$ cat src/rtl/alu_share_if.sv
// ---------------------------------------------------------------------------
// alu_share_if
// Request/response bundle between the issuing units and alu_share_arbiter.
//   req_valid  : per-requester request valid
//   req_ready  : per-requester accept (one-hot or zero)
//   req_op     : 3-bit op codes, requester i at [3*i+:3]
//   req_a/b    : operands, requester i at [WIDTH*i+:WIDTH]
//   rsp_valid  : response valid
//   rsp_ready  : response consumer ready
//   rsp_id     : index of the requester owning the response
//   rsp_result : captured ALU result
//   rsp_err    : op code was unsupported
// master = requester/consumer side, slave = arbiter side.
// ---------------------------------------------------------------------------
interface alu_share_if #(
    parameter int NUM_REQ = 2,
    parameter int WIDTH   = 32
);
    localparam int ID_W = (NUM_REQ > 1) ? $clog2(NUM_REQ) : 1;

    logic [NUM_REQ-1:0]       req_valid;
    logic [NUM_REQ-1:0]       req_ready;
    logic [3*NUM_REQ-1:0]     req_op;
    logic [WIDTH*NUM_REQ-1:0] req_a;
    logic [WIDTH*NUM_REQ-1:0] req_b;
    logic                     rsp_valid;
    logic                     rsp_ready;
    logic [ID_W-1:0]          rsp_id;
    logic [WIDTH-1:0]         rsp_result;
    logic                     rsp_err;

    modport master (
        output req_valid, req_op, req_a, req_b, rsp_ready,
        input  req_ready, rsp_valid, rsp_id, rsp_result, rsp_err
    );

    modport slave (
        input  req_valid, req_op, req_a, req_b, rsp_ready,
        output req_ready, rsp_valid, rsp_id, rsp_result, rsp_err
    );
endinterface

$ cat src/rtl/alu_share_arbiter.sv
// ---------------------------------------------------------------------------
// alu_share_arbiter
// Shares one external combinational ALU between NUM_REQ requesters using
// round-robin arbitration. One transaction is in flight at a time:
// IDLE (grant) -> EXEC (registered operands drive the ALU) -> RESP (result
// held until the consumer takes it).
// Ports:
//   clk        : rising-edge clock
//   rst_n      : asynchronous active-low reset
//   bus        : request/response bundle (alu_share_if.slave)
//   alu_a/b    : registered operands to the ALU
//   alu_ctrl   : registered op code to the ALU
//   alu_result : combinational result from the ALU
// ---------------------------------------------------------------------------
module alu_share_arbiter #(
    parameter int NUM_REQ = 2,
    parameter int WIDTH   = 32
) (
    input  logic             clk,
    input  logic             rst_n,
    alu_share_if.slave       bus,
    output logic [WIDTH-1:0] alu_a,
    output logic [WIDTH-1:0] alu_b,
    output logic [2:0]       alu_ctrl,
    input  logic [WIDTH-1:0] alu_result
);
    localparam int ID_W = (NUM_REQ > 1) ? $clog2(NUM_REQ) : 1;

    typedef enum logic [1:0] {
        S_IDLE = 2'd0,
        S_EXEC = 2'd1,
        S_RESP = 2'd2
    } state_t;

    state_t            r_state;
    state_t            w_state_nxt;

    logic [ID_W-1:0]   r_ptr;
    logic [ID_W-1:0]   r_id;
    logic [2:0]        r_op;
    logic [WIDTH-1:0]  r_a;
    logic [WIDTH-1:0]  r_b;
    logic [ID_W-1:0]   r_rsp_id;
    logic [WIDTH-1:0]  r_result;
    logic              r_err;

    logic              w_found;
    logic [ID_W-1:0]   w_gnt;
    logic              w_accept;
    logic              w_capture;
    int                w_idx;

    // Op codes the ALU does not implement; it returns 0 for them.
    function automatic logic f_op_err(input logic [2:0] op);
        return (op == 3'b100) || (op == 3'b110) || (op == 3'b111);
    endfunction

    // Round-robin search: first valid requester at or after r_ptr, wrapping.
    always_comb begin
        w_found = 1'b0;
        w_gnt   = '0;
        w_idx   = 0;
        for (int k = 0; k < NUM_REQ; k++) begin
            w_idx = int'(r_ptr) + k;
            if (w_idx >= NUM_REQ) begin
                w_idx = w_idx - NUM_REQ;
            end
            if (!w_found && bus.req_valid[w_idx[ID_W-1:0]]) begin
                w_found = 1'b1;
                w_gnt   = w_idx[ID_W-1:0];
            end
        end
    end

    always_ff @(posedge clk or negedge rst_n) begin
        if (!rst_n) begin
            r_state <= S_IDLE;
        end else begin
            r_state <= w_state_nxt;
        end
    end

    always_comb begin
        w_state_nxt   = r_state;
        w_accept      = 1'b0;
        w_capture     = 1'b0;
        bus.req_ready = '0;
        bus.rsp_valid = 1'b0;
        case (r_state)
            S_IDLE: begin
                // rst_n gating keeps req_ready low while reset is held,
                // since req_ready is combinational from req_valid here.
                if (w_found && rst_n) begin
                    bus.req_ready = NUM_REQ'(1) << w_gnt;
                    w_accept      = 1'b1;
                    w_state_nxt   = S_EXEC;
                end
            end
            S_EXEC: begin
                w_capture   = 1'b1;
                w_state_nxt = S_RESP;
            end
            S_RESP: begin
                bus.rsp_valid = 1'b1;
                if (bus.rsp_ready) begin
                    w_state_nxt = S_IDLE;
                end
            end
            default: begin
                w_state_nxt = S_IDLE;
            end
        endcase
    end

    always_ff @(posedge clk or negedge rst_n) begin
        if (!rst_n) begin
            r_ptr    <= '0;
            r_id     <= '0;
            r_op     <= 3'b000;
            r_a      <= '0;
            r_b      <= '0;
            r_rsp_id <= '0;
            r_result <= '0;
            r_err    <= 1'b0;
        end else begin
            if (w_accept) begin
                r_id  <= w_gnt;
                r_op  <= bus.req_op[3*int'(w_gnt) +: 3];
                r_a   <= bus.req_a[WIDTH*int'(w_gnt) +: WIDTH];
                r_b   <= bus.req_b[WIDTH*int'(w_gnt) +: WIDTH];
                r_ptr <= (w_gnt == ID_W'(NUM_REQ - 1)) ? '0 : w_gnt + 1'b1;
            end
            if (w_capture) begin
                r_result <= alu_result;
                r_err    <= f_op_err(r_op);
                r_rsp_id <= r_id;
            end
        end
    end

    // ALU inputs come only from the latched registers, never from req_*.
    assign alu_a          = r_a;
    assign alu_b          = r_b;
    assign alu_ctrl       = r_op;
    assign bus.rsp_id     = r_rsp_id;
    assign bus.rsp_result = r_result;
    assign bus.rsp_err    = r_err;

endmodule
$ cat src/flat_wrapper.sv
// flat-port wrapper written by rule: the top's interface ports become plain ports
module alu_share_arbiter_flat 
#(
    parameter int NUM_REQ = 2,
    parameter int WIDTH   = 32
)
  (clk, rst_n, alu_a, alu_b, alu_ctrl, alu_result, bus_req_valid, bus_req_op, bus_req_a, bus_req_b, bus_rsp_ready, bus_req_ready, bus_rsp_valid, bus_rsp_id, bus_rsp_result, bus_rsp_err);
  alu_share_if #(.NUM_REQ(NUM_REQ), .WIDTH(WIDTH)) bus_i ();
  input  logic clk;
  input  logic rst_n;
  output logic [WIDTH-1:0] alu_a;
  output logic [WIDTH-1:0] alu_b;
  output logic [2:0] alu_ctrl;
  input  logic [WIDTH-1:0] alu_result;
  input wire logic [$bits(bus_i.req_valid)-1:0] bus_req_valid;
  input wire logic [$bits(bus_i.req_op)-1:0] bus_req_op;
  input wire logic [$bits(bus_i.req_a)-1:0] bus_req_a;
  input wire logic [$bits(bus_i.req_b)-1:0] bus_req_b;
  input wire logic [$bits(bus_i.rsp_ready)-1:0] bus_rsp_ready;
  output wire logic [$bits(bus_i.req_ready)-1:0] bus_req_ready;
  output wire logic [$bits(bus_i.rsp_valid)-1:0] bus_rsp_valid;
  output wire logic [$bits(bus_i.rsp_id)-1:0] bus_rsp_id;
  output wire logic [$bits(bus_i.rsp_result)-1:0] bus_rsp_result;
  output wire logic [$bits(bus_i.rsp_err)-1:0] bus_rsp_err;
  assign bus_i.req_valid = bus_req_valid;
  assign bus_i.req_op = bus_req_op;
  assign bus_i.req_a = bus_req_a;
  assign bus_i.req_b = bus_req_b;
  assign bus_i.rsp_ready = bus_rsp_ready;
  assign bus_req_ready = bus_i.req_ready;
  assign bus_rsp_valid = bus_i.rsp_valid;
  assign bus_rsp_id = bus_i.rsp_id;
  assign bus_rsp_result = bus_i.rsp_result;
  assign bus_rsp_err = bus_i.rsp_err;
  alu_share_arbiter #(.NUM_REQ(NUM_REQ), .WIDTH(WIDTH)) u_core (.clk(clk), .rst_n(rst_n), .bus(bus_i), .alu_a(alu_a), .alu_b(alu_b), .alu_ctrl(alu_ctrl), .alu_result(alu_result));
endmodule
$ cat config.mk
export PLATFORM = sky130hd
export DESIGN_NAME = alu_share_arbiter_flat
export DESIGN_NICKNAME = d
export VERILOG_FILES = /design/src/rtl/alu_share_if.sv /design/src/rtl/alu_share_arbiter.sv /design/src/flat_wrapper.sv
export SDC_FILE = /design/constraint.sdc
export NUM_CORES = 1
export LEC_CHECK = 0
export BUFFER_PORTS_ARGS = -buffer_cell sky130_fd_sc_hd__buf_2
export CAP_MARGIN = 10
export CORE_MARGIN = 3
export CORE_UTILIZATION = 25
export DETAILED_ROUTE_END_ITERATION = 7
export HOLD_SLACK_MARGIN = 0.02
export MAX_ROUTING_LAYER = met4
export PLACE_DENSITY = 0.58
export SETUP_SLACK_MARGIN = 0.4
export SLEW_MARGIN = 20
export SYNTH_ARGS = -nofsm -noshare
export SYNTH_HDL_FRONTEND = slang
export SYNTH_SLANG_ARGS = --single-unit
export TNS_END_PERCENT = 100
$ cat constraint.sdc
create_clock -name clk -period 2.3 [get_ports clk]
set_input_delay 0.345 -clock clk [delete_from_list [all_inputs] [get_ports clk]]
set_output_delay 0.345 -clock clk [all_outputs]
set_load 0.01 [all_outputs]
==> metrics <==
slew at the pin closest to its max-slew limit 0.692 ns; worst slack, placed 0.300 ns; Synth area leaders dfrtp_1 (57%), a221o_1 (13%), mux2_2 (8.1%); CP arrival 1.59 ns; Ports 275; P_sw 2.67 mW; CP cell instances or3b_4, nor3b_4, buf_2; CP Class reg2out; Worst Path Buf+Inv 1; met1 Usage GRT 0.176; share of layout cells above drive strength 1 0.529; Core Box Area 0.0177 mm2; CTS max path bufs 2; vias in the first global route 4044; grt peak-use layer met2; Starting Density 0.261; filler instances 1820; Clock Skew 0.00908 ns; clk sinks 105; violated checks negative hold slack; post-synth top area cell dfrtp_1; pin count of the biggest net entering global routing 68; fin nets 829; CP Launch Type flop; die area 0.0201 mm2; Seq/Total Area, Yosys 0.571; Max-Slew Margin vs Limit 0.538; Async SR Flop Fraction 1.00; latest clock arrival within the worst-skew pair 0.35 ns; hold_ws -0.200 ns; met3 GRT Util 0.0367; post-synth cell types 21; reg2reg setup slack 0.53 ns; sequential share of power 0.417; Final Setup Violations 0; WL final 14.8 mm; max-slew violations 0; DRC violations left 0; global-route wire length before repair 22.2 mm; grt ovf 0; post-synthesis instance total 400; H-tree depth 3; syn_area_per_cell 11.5 um2; Period minus WS final 1.93 ns; syn nets 571; IO Port Bufs 274; slowest cell on the critical path dfrtp_2; P_int 5.01 mW; logic gate share of total power 0.394; Pre-antenna DRT Iters 6; final instance area 0.00650 mm2; initial antenna violation count 3; Critical Path Sink Type output pin; Peak VDD IR 0.552 mV; Via density 4.74; maximum capacitance violations 0; Detail Route Antenna Nets 0; setup TNS 0 ns; placed cell area 0.00616 mm2; Mapped Area 0.00460 mm2; Synth top cells by count dfrtp_1 (105), nand2_1 (69), nor3_1 (65); grt met2 use 0.230; status finished with violations; initial drt markers 206; clock buffer count from CTS 9; final setup margin 0.368 ns; CTS root buffer clkbuf_16; Critical Path RT 1.96 ns; Synth Register Bits 105; Net Sw Frac 0.348; Area growth, synth to finish 41.2%; final hold violations 6; most frequent cell after synthesis dfrtp_1; Pwr per Cell Area 1180 mW/mm2; unrepaired setup endpoints after global routing true; worst-path maximum fanout 4; post-layout util 0.368; top-area cell type share of the netlist area 0.571; Die Wd 142 um; Tcrit/Tclk final 0.840; total number of vias 4223; power share of the clock group 0.189; Largest stage delay, worst path 0.43 ns; Most used DFF post-synth dfrtp_1; HP Class in2async; Placer Congestion 0.783; number of flops mapped to enable cells by yosys 0; CP top delay family simple AND/OR/NAND/NOR gates; Total GRT Usage 0.146; DP HPWL 10.6 mm; Max Clk Rate 518 MHz; YS warnings 0; Lkg Pwr 3.26 nW; CTS tree yes; DR WL/cell 16.6 um; DIE HEIGHT 142 um; Worst-path clk slew 0.07 ns; num rows 48
## power groups by stage
stage               registers [mW]  logic (mW)  clock network [mW]
floorplan                     3.60        1.26                   0
global placement              3.23        3.01                   0
detailed placement            3.20        3.06                   0
CTS                           3.21        3.06                1.52
global route                  3.32        3.29                1.61
finish                        3.20        3.03                1.45
## what timing repair did
action / CTS / global route
endpoints found under the hold margin: 6 / 6
gates resized for setup: 2 / 4
buffers inserted: 1 / 4
pin swaps: 1 / 3
setup endpoints to repair: 3 / 3
## metrics by stage
step	cells	power [mW]	hold slack (ns)
3_3_place_gp	867	6.24	0.167
4_1_cts	884	7.78	-0.218
6_report	891	7.69	-0.200
5_1_grt	891	8.22	-0.219
3_5_place_dp	867	6.26	0.166
2_1_floorplan	400	4.85	0.0494
## sequential cells by signal (all words and copies together), names as in the netlist
signal                 cells
u_core.alu_a              32
u_core.alu_b              32
u_core.alu_ctrl            3
u_core.bus.rsp_err         1
u_core.bus.rsp_id          1
u_core.bus.rsp_result     32
u_core.r_id                1
u_core.r_ptr               1
u_core.r_state             2
## metal layers
layer / part of all wire / up-vias
li1: - / 2007
met1: 0.41 / 1983
met2: 0.48 / 208
met3: 0.084 / 25
met4: 0.025 / 0
met5: 0 / -
## cells by family after synthesis
| group | share of synthesized area |
|---|---|
| AO/OA/AOI/OAI | 0.155 |
| buffers and inverters | 0.0497 |
| multiplexers | 0.0807 |
| flip-flops | 0.571 |
| AND/OR/NAND/NOR | 0.144 |
## layout by cell type (no fill, tap or decap), types with 2 or more instances in the layout
cell       Yosys  final
a21o_1         2      2
a221o_1       62     62
a221o_2        5      5
buf_2         12    273
buf_4          1     16
clkbuf_1      25      3
clkbuf_16      0      9
clkbuf_8       0      2
dfrtp_1      105    104
diode_2        0      3
inv_1          3      3
mux2_2        33     33
nand2_1       69     69
nand2b_1       2      2
nor3_1        65     64
nor3_2         2      3
nor3b_4        1      2
o21ai_0        3      3
## area by class of cell
type	instances	area [um2]	share of cell area
Antenna cell	3	7.51	0.00115
Clock buffer	14	264	0.0406
Clock inverter	2	12.5	0.00192
Inverter	3	11.3	0.00173
Multi-Input combinational cell	249	1790	0.275
Sequential cell	105	2630	0.404
Tap cell	225	282	0.0433
Timing Repair Buffer	290	1510	0.232
## path summary, 6_finish.rpt
kind,depth (start not counted),startpoint,endpoint
setup / recovery,3,u_core.r_state[1],bus_req_ready[1]
hold / removal,1,rst_n,u_core.r_state[0]
setup reg to reg,5,u_core.r_state[1],u_core.alu_a[12]
hold reg to reg,1,u_core.r_id,u_core.r_id
max in group asynchronous,3,rst_n,u_core.alu_b[29]
min in group clk,2,bus_req_a[1],u_core.alu_a[1]
No activity file was read; power rests on OpenSTA's default activity.
